**src/rtl/uart_tx_fifo_if.sv**
```systemverilog
// Byte handshake between on-board logic (master) and the UART transmitter (slave).
interface uart_tx_fifo_if;
    logic [7:0] tx_data;
    logic       tx_valid;
    logic       tx_ready;

    modport master (output tx_data, output tx_valid, input tx_ready);
    modport slave  (input tx_data, input tx_valid, output tx_ready);
endinterface

```
**src/rtl/uart_tx_fifo.sv**
```systemverilog
// UART 8N1 transmitter fed by a small circular FIFO over a valid/ready handshake.
// Queued bytes are sent as contiguous frames with no idle gap between them.
module uart_tx_fifo #(
    parameter int unsigned CLKS_PER_BIT = 1736,
    parameter int unsigned FIFO_DEPTH   = 4
) (
    input  logic                        CLK,
    input  logic                        reset,
    uart_tx_fifo_if.slave               tx,
    output logic                        tx_busy,
    output logic [$clog2(FIFO_DEPTH):0] fifo_count,
    output logic                        UartTx
);
    localparam int unsigned PTR_W  = $clog2(FIFO_DEPTH);
    localparam int unsigned CNT_W  = PTR_W + 1;
    localparam int unsigned BAUD_W = $clog2(CLKS_PER_BIT);

    localparam logic [BAUD_W-1:0] BAUD_LAST  = BAUD_W'(CLKS_PER_BIT - 1);
    localparam logic [CNT_W-1:0]  COUNT_FULL = CNT_W'(FIFO_DEPTH);

    typedef enum logic [1:0] {IDLE, START, DATA, STOP} state_e;

    state_e            state_q, state_d;
    logic [BAUD_W-1:0] baud_q, baud_d;
    logic [2:0]        bit_idx_q, bit_idx_d;
    logic [7:0]        shift_q, shift_d;
    logic              line_q, line_d;
    logic [PTR_W-1:0]  wr_ptr_q, wr_ptr_d;
    logic [PTR_W-1:0]  rd_ptr_q, rd_ptr_d;
    logic [CNT_W-1:0]  count_q, count_d;
    logic              ready_q, ready_d;
    logic [7:0]        fifo_mem_q [FIFO_DEPTH];

    logic       push;
    logic       pop;
    logic       baud_done;
    logic       fifo_has_data;
    logic [7:0] head_byte;

    // The source only sees ready_q, so a push is judged against the registered flag.
    assign push          = tx.tx_valid && ready_q;
    assign baud_done     = (baud_q == BAUD_LAST);
    assign fifo_has_data = (count_q != '0);
    assign head_byte     = fifo_mem_q[rd_ptr_q];

    // NOTE: every signal driven here gets a default first, so no path can infer a latch.
    always_comb begin
        state_d   = state_q;
        baud_d    = baud_done ? '0 : baud_q + BAUD_W'(1);
        bit_idx_d = bit_idx_q;
        shift_d   = shift_q;
        line_d    = line_q;
        pop       = 1'b0;

        case (state_q)
            IDLE: begin
                baud_d = '0;
                line_d = 1'b1;
                if (fifo_has_data) begin
                    pop     = 1'b1;
                    shift_d = head_byte;
                    line_d  = 1'b0;
                    state_d = START;
                end
            end
            START: begin
                if (baud_done) begin
                    bit_idx_d = 3'd0;
                    line_d    = shift_q[0];
                    state_d   = DATA;
                end
            end
            DATA: begin
                if (baud_done) begin
                    if (bit_idx_q == 3'd7) begin
                        line_d  = 1'b1;
                        state_d = STOP;
                    end else begin
                        shift_d   = shift_q >> 1;
                        bit_idx_d = bit_idx_q + 3'd1;
                        line_d    = shift_q[1];
                    end
                end
            end
            STOP: begin
                if (baud_done) begin
                    if (fifo_has_data) begin
                        pop     = 1'b1;
                        shift_d = head_byte;
                        line_d  = 1'b0;
                        state_d = START;
                    end else begin
                        line_d  = 1'b1;
                        state_d = IDLE;
                    end
                end
            end
            default: begin
                line_d  = 1'b1;
                state_d = IDLE;
            end
        endcase
    end

    always_comb begin
        wr_ptr_d = push ? wr_ptr_q + PTR_W'(1) : wr_ptr_q;
        rd_ptr_d = pop  ? rd_ptr_q + PTR_W'(1) : rd_ptr_q;
        count_d  = count_q;
        case ({push, pop})
            2'b10:   count_d = count_q + CNT_W'(1);
            2'b01:   count_d = count_q - CNT_W'(1);
            default: count_d = count_q;
        endcase
        ready_d = (count_d != COUNT_FULL);
    end

    // NOTE: state flops use non-blocking assignments so each one samples pre-edge values.
    always_ff @(posedge CLK or negedge reset) begin
        if (!reset) begin
            state_q   <= IDLE;
            baud_q    <= '0;
            bit_idx_q <= '0;
            shift_q   <= '0;
            line_q    <= 1'b1;
            wr_ptr_q  <= '0;
            rd_ptr_q  <= '0;
            count_q   <= '0;
            ready_q   <= 1'b1;
        end else begin
            state_q   <= state_d;
            baud_q    <= baud_d;
            bit_idx_q <= bit_idx_d;
            shift_q   <= shift_d;
            line_q    <= line_d;
            wr_ptr_q  <= wr_ptr_d;
            rd_ptr_q  <= rd_ptr_d;
            count_q   <= count_d;
            ready_q   <= ready_d;
        end
    end

    // NOTE: storage has no reset; cleared pointers and count make stale entries unreachable.
    always_ff @(posedge CLK) begin
        if (push) begin
            fifo_mem_q[wr_ptr_q] <= tx.tx_data;
        end
    end

    assign tx.tx_ready = ready_q;
    assign tx_busy     = (state_q != IDLE);
    assign fifo_count  = count_q;
    assign UartTx      = line_q;
endmodule

```
**src/flat_wrapper.sv**
```systemverilog
// flat-port wrapper written by rule: the top's interface ports become plain ports
module uart_tx_fifo_flat 
#(
    parameter int unsigned CLKS_PER_BIT = 1736,
    parameter int unsigned FIFO_DEPTH   = 4
)
  (CLK, reset, tx_busy, fifo_count, UartTx, tx_tx_data, tx_tx_valid, tx_tx_ready);
  uart_tx_fifo_if tx_i ();
  input  logic CLK;
  input  logic reset;
  output logic tx_busy;
  output logic [$clog2(FIFO_DEPTH):0] fifo_count;
  output logic UartTx;
  input wire logic [$bits(tx_i.tx_data)-1:0] tx_tx_data;
  input wire logic [$bits(tx_i.tx_valid)-1:0] tx_tx_valid;
  output wire logic [$bits(tx_i.tx_ready)-1:0] tx_tx_ready;
  assign tx_i.tx_data = tx_tx_data;
  assign tx_i.tx_valid = tx_tx_valid;
  assign tx_tx_ready = tx_i.tx_ready;
  uart_tx_fifo #(.CLKS_PER_BIT(CLKS_PER_BIT), .FIFO_DEPTH(FIFO_DEPTH)) u_core (.CLK(CLK), .reset(reset), .tx(tx_i), .tx_busy(tx_busy), .fifo_count(fifo_count), .UartTx(UartTx));
endmodule
```
**config.mk**
```make
export PLATFORM = sky130hd
export DESIGN_NAME = uart_tx_fifo_flat
export DESIGN_NICKNAME = d
export VERILOG_FILES = /design/src/rtl/uart_tx_fifo_if.sv /design/src/rtl/uart_tx_fifo.sv /design/src/flat_wrapper.sv
export SDC_FILE = /design/constraint.sdc
export NUM_CORES = 1
export LEC_CHECK = 0
export ABC_CLOCK_PERIOD_IN_PS = 3000
export BUFFER_PORTS_ARGS = -buffer_cell sky130_fd_sc_hd__buf_4
export CAP_MARGIN = 20
export CORE_MARGIN = 5
export CORE_UTILIZATION = 25
export DETAILED_ROUTE_END_ITERATION = 8
export PLACE_DENSITY = 0.47
export RECOVER_POWER = 25
export SLEW_MARGIN = 25
export SYNTH_ARGS = -nofsm -noshare
export SYNTH_HDL_FRONTEND = slang
export SYNTH_SLANG_ARGS = --single-unit
```
**constraint.sdc**
```tcl
create_clock -name CLK -period 3 [get_ports CLK]
set_clock_uncertainty 0.15 [all_clocks]
set_input_delay 0.15 -clock CLK [delete_from_list [all_inputs] [get_ports CLK]]
set_output_delay 0.15 -clock CLK [all_outputs]
set_load 0.005 [all_outputs]
```
# After elaboration in Yosys (flattened, before gate mapping)
# Memories as Yosys holds them, arrays and structs flattened.
# Index checks and enable logic that the tools add are counted.
[word_totals]
ramBits = 32
register_bits = 33
n_memories = 1
wordCells = 70
output_inout_bits = 6
[memory_table]
columns = ["name", "words", "word_bits", "read_ports", "rd_clocked_by_memory_dff", "wr", "line", "source"]
rows = [
  ["u_core.fifo_mem_q", 4, 8, 1, 0, 1, "uart_tx_fifo.sv:32", "logic [7:0] fifo_mem_q [FIFO_DEPTH];"],
]
[classes]
addsub = 6
n_reduce_logical = 10
mux = 30
n_eq_ne = 14
[op_table]
columns = ["op", "n"]
rows = [
  ["two-way mux 8 bit", 4],
  ["one-hot mux 8 bit (3 select lines)", 1],
  ["two-way mux 11 bit", 2],
  ["one-hot mux 3 bit (2 select lines)", 2],
  ["adder 11 x 1 -> 11 bit (second input constant)", 1],
  ["== test 11 bit (second input constant)", 1],
  ["two-way mux 1 bit", 10],
  ["two-way mux 2 bit", 5],
  ["inequality test 2 x 1 -> 1 bit (second input constant)", 5],
  ["two-way mux 3 bit", 3],
  ["one-hot mux 2 bit (4 select lines)", 1],
  ["AND reduction 4 bit", 2],
  ["adder 3 x 1 -> 3 bit (second input constant)", 2],
  ["== test 2 bit (second input constant)", 3],
  ["nonzero test 3 bit", 2],
  ["AND reduction 5 bit", 1],
  ["adder 2 x 1 -> 2 bit (second input constant)", 2],
  ["== test 2 x 1 -> 1 bit (second input constant)", 2],
  ["one-hot mux 1 bit (4 select lines)", 1],
  ["nonzero test 2 bit", 2],
  ["== test 3 bit (second input constant)", 1],
  ["inequality test 3 bit (second input constant)", 1],
  ["AND reduction 3 bit", 1],
  ["subtractor 3 x 1 -> 3 bit (second input constant)", 1],
  ["other kinds (4)", 4],
]

# Longest topological paths before layout
[depth]
ltp_word = 7
depth_mapped = 11

# Least setup slack after synthesis
# No wires, ideal clock.
[synth_path]
path_type = "flip-flop to flip-flop"
start = "register u_core.baud_q[0]"
end = "register u_core.ready_q (netlist: u_core.tx.tx_ready)"
slack_ns = 0.578
setup_time_ns = 0.082
path_stages_with_launch = 12
arrival_time_ns = 2.190
n_path_buf = 0
cell_sequence = "dfrtp_1 ha_1 and4bb_1 a41oi_1 nor3_2 ha_1 inv_1 fa_1 xor2_1 nor2_1 xor2_1 nand2_1"
[synth_between]
elab_chain_len = 6
elab_cells_between_ends = 7
cone_classes = "4 x eq/ne; 3 x mux"
[synth_rtl]
columns = ["item", "line", "source"]
rows = [
  ["start: declaration", "uart_tx_fifo.sv:24", "logic [BAUD_W-1:0] baud_q, baud_d;"],
  ["start signal: assignment", "uart_tx_fifo.sv:131", "baud_q <= baud_d;"],
  ["== test 11 bit (*)", "uart_tx_fifo.sv:42", "assign baud_done = (baud_q == BAUD_LAST);"],
  ["two-way mux 1 bit (*)", "uart_tx_fifo.sv:86", "if (baud_done) begin"],
  ["one-hot mux 1 bit (2 select lines) (*)", "uart_tx_fifo.sv:55", "case (state_q)"],
  ["net u_core.pop", "uart_tx_fifo.sv:35", "logic pop;"],
  ["== test 2 x 1 -> 1 bit / == test 2 bit (equally long branches)", "uart_tx_fifo.sv:109", "case ({push, pop})"],
  ["one-hot mux 3 bit (2 select lines) (*)", "uart_tx_fifo.sv:109", ""],
  ["net u_core.count_d[2]", "uart_tx_fifo.sv:30", "logic [CNT_W-1:0] count_q, count_d;"],
  ["inequality test 3 bit (*)", "uart_tx_fifo.sv:114", "ready_d = (count_d != COUNT_FULL);"],
  ["net u_core.ready_d", "uart_tx_fifo.sv:31", "logic ready_q, ready_d;"],
  ["end signal: assignment", "uart_tx_fifo.sv:138", "ready_q <= ready_d;"],
  ["end: declaration", "uart_tx_fifo.sv:31", ""],
]
# The timed path passes the listed nets; every way through them passes the cells marked *.
# A chain may end at the register's enable or synchronous reset.

# Worst setup path after layout
# Same ends and word-level chain as after synthesis.

==> impl_results.md <==
- FILL cells: 1177
- Top post-synthesis cells by area: edfxtp_1 32%, dfrtp_1 26%, ha_1 5.4%
- CTS Sinks: 65
- Hold Crit Endpoint: u_core.wr_ptr_q[0]
- Final Hold Violating Endpoints: 0
- Post-Synthesis Net Count: 234
- Via density: 4.353
- Core area: 0.01196 sq mm
- Area of the multi-input gates: 0.001151 sq mm
- Wirelength, routed: 5541 um
- Port Buffers: 16
- GRT Overall Usage: 8.342%
- Die ar.: 0.01444 sq mm
- DR iter-0 viols: 100
- Die Y: 120.2 um
- Post-CTS Repair Setup Buffers: 0
- Achievable Freq: 378.2 MHz
- Worst r2r dst: u_core.tx.tx_ready
- Post-synth EDFFs: 32
- Num rows: 40
- First-pass GRT wire length: 9218 um
- DRC: 0
- Primary FF master, synth: edfxtp_1
- P_int: 1766 uW
- Crit path DAT: 2.74 ns
- Logic gate share of total power: 12.5%
- Yosys cell types: 43
- Max-slew headroom: -25.34%
- Worst Hold Depth: 3
- Initial antenna violation count: 0
- Cells after Synth: 209
- Sequential power share: 48.1%
- Post-synth top cells: 32 x edfxtp_1, 31 x dfrtp_1, 15 x nor2_1
- Final HPWL DP: 3769 um
- Most common cell in the synthesized netlist: edfxtp_1
- Vias in the first global route: 1734
- Worst hold margin: 0.04667 ns
- Min-delay src: tx_tx_valid
- Met3 Use GR: 2.262%
- Fin worst setup slack: 0.3562 ns
- Failing checks: capacitance limit, slew limit
- Leak: 0.001454 uW
- CTS tree: yes
- Final #Nets: 265
- Status: finished, violations left
- CTS resizes: 0
- Unrepaired setup endpoints after global routing: false
- Clock transition at path regs: 0.05 ns
- Startpoint Class: flip-flop
- Via count: 1702
- Part of the power in the clock network: 39.4%
- N_diodes: 0
- Routing usage on met2: 11.87%
- Peak supply drop: 0.1964 mV
- Final setup violation count: 0
- Post-synth top area cell: edfxtp_1
- Max Slew Vio Count: 34
- Die Wd: 120.2 um
- Layout area overhead: 19.96%
- Share of layout cells above drive strength 1: 23.36%
- R2R setup slack: 0.36 ns
- Synth Register Bits: 65
- Clk_lat worst skew: 0.33 ns
- Least-Margin Pin Slew: 1.880 ns
- Register area share after synthesis: 58.97%
- Avg WL per Cell: 14.17 um
- CP required: 3.10 ns
- Crit path kind: reg -> reg
- Seq. cell area: 0.001789 sq mm
- Yosys warnings: 0
- GRT Residual Overflow: 0
- CP Max Fanout: 4
- Gpl congestion: 0.7427
- Worst setup EP type: flip-flop
- Fin crit period: 2.644 ns
- P_sw: 609.2 uW
- TritonCTS buffer count: 9
- Net Sw Frac: 25.65%
- Syn Area/Cell: 14.52 sq um
- Pre-Repair DR Iteration Count: 4
- Pwr dens: 652.5 mW/mm^2
- Pin count of the biggest net entering global routing: 34
- Initial Utilization: 25.37%
- Post-route clock period utilization: 88.13%
- Reg2reg start: u_core.baud_q[0]
- Worst Reg-to-Reg Cells: 11
- Total Power: 2375 uW
- Mapped Area: 0.003034 sq mm
- H-tree depth: 3
- Most used routing layer: met2
- Place WS: 0.3539 ns
- Post-route ant nets: 0
- Hold crit path type: in -> reg
- Clk buf depth: 2
- Async S/R FF share, synth: 50.77%
- Met1 usage: 11.28%
- Max-Cap Viols: 1
- Setup TNS: 0 ns
- Share of the synthesized area in the top cell type: 31.67%
- CTS Root Cell: clkbuf_16
- # IOs: 17
==> registers in the layout (all words and copies together), names as in the netlist <==
name / flops
u_core.bit_idx_q: 3
u_core.baud_q: 11
u_core.rd_ptr_q: 2
u_core.shift_q: 8
u_core.fifo_mem_q: 32
u_core.tx.tx_ready: 1
u_core.fifo_count: 3
u_core.state_q: 2
u_core.UartTx: 1
u_core.wr_ptr_q: 2
==> critical path: stages, from the launching register on <==
cell	delay, ns
dfrtp_1	0.36
ha_1	0.23
and4bb_1	0.26
a41oi_1	0.16
nor3_2	0.22
ha_1	0.22
inv_1	0.06
fa_1	0.37
xor2_1	0.15
nor2_1	0.11
xor2_1	0.20
nand2_1	0.07
==> how the worst max path moves through the flow <==
| stage | from | to | slack (ns) | cells past startpoint |
|---|---|---|---|---|
| floorplan | u_core.baud_q[0] | u_core.tx.tx_ready | 0.58 | 11 |
| global placement | u_core.baud_q[0] | u_core.tx.tx_ready | 0.43 | 11 |
| detailed placement | u_core.baud_q[0] | u_core.tx.tx_ready | 0.35 | 11 |
| CTS | u_core.baud_q[0] | u_core.tx.tx_ready | 0.34 | 11 |
| global route | u_core.baud_q[0] | u_core.tx.tx_ready | 0.14 | 11 |
| finish | u_core.baud_q[0] | u_core.tx.tx_ready | 0.36 | 11 |
==> cells in the final DEF, fill, tap and decap left out, types with 8 or more instances in the layout <==
| master | netlist | routed |
|---|---|---|
| mux2_2 | 8 | 8 |
| nor2_1 | 15 | 15 |
| xnor2_1 | 8 | 8 |
| nand2_1 | 12 | 12 |
| dlygate4sd3_1 | 0 | 9 |
| edfxtp_1 | 32 | 32 |
| inv_1 | 11 | 11 |
| ha_1 | 13 | 13 |
| buf_4 | 0 | 14 |
| clkbuf_16 | 0 | 9 |
| dfrtp_1 | 31 | 31 |
==> power groups by stage <==
stage               Clock, uW  Sequential (uW)  Combinational [uW]
floorplan                   0             1130                 185
global placement            0             1160                 298
detailed placement          0             1160                 298
CTS                       966             1150                 307
global route             1000             1160                 339
finish                    935             1140                 297
==> stage by stage <==
stage          instance area, sq um  utilization [%]  cells
2_1_floorplan                  3034                -    209
3_3_place_gp                   3286            27.47    367
3_5_place_dp                   3286            27.47    367
4_1_cts                        3647            30.49    391
5_1_grt                        3640            30.43    391
6_report                       3640            30.43    391
==> cell type report <==
cell class	count	share of cell area, %
Sequential cell	65	49.16
Multi-Input combinational cell	128	31.63
Clock buffer	9	6.188
Timing Repair Buffer	25	5.569
Tap cell	147	5.053
Clock inverter	6	1.272
Inverter	11	1.134
==> layer usage <==
layer  share of wire, %  vias to the layer above
met4                2.8                        0
met1                 49                      850
met5                  0                        -
met3                2.5                       10
met2                 46                       17
li1                   -                      825
==> kinds of logic (layout without fill, tap and decap cells) <==
kind of cell    Yosys count  in the layout  synth area share (%)
buf+inv                  16             51                 3.092
simple gates             54             54                 9.361
xor+xnor                 14             14                 4.041
mux                      27             27                 13.94
compound gates           19             19                 4.578
fa+ha+maj                14             14                 6.021
flops                    65             65                 58.97
==> what timing repair did <==
item / in CTS / in global routing
setup endpoints to repair: 0 / 0
hold buffers: 9 / 0
endpoints found under the hold margin: 65 / 0
(Power assumes the default switching activity.)
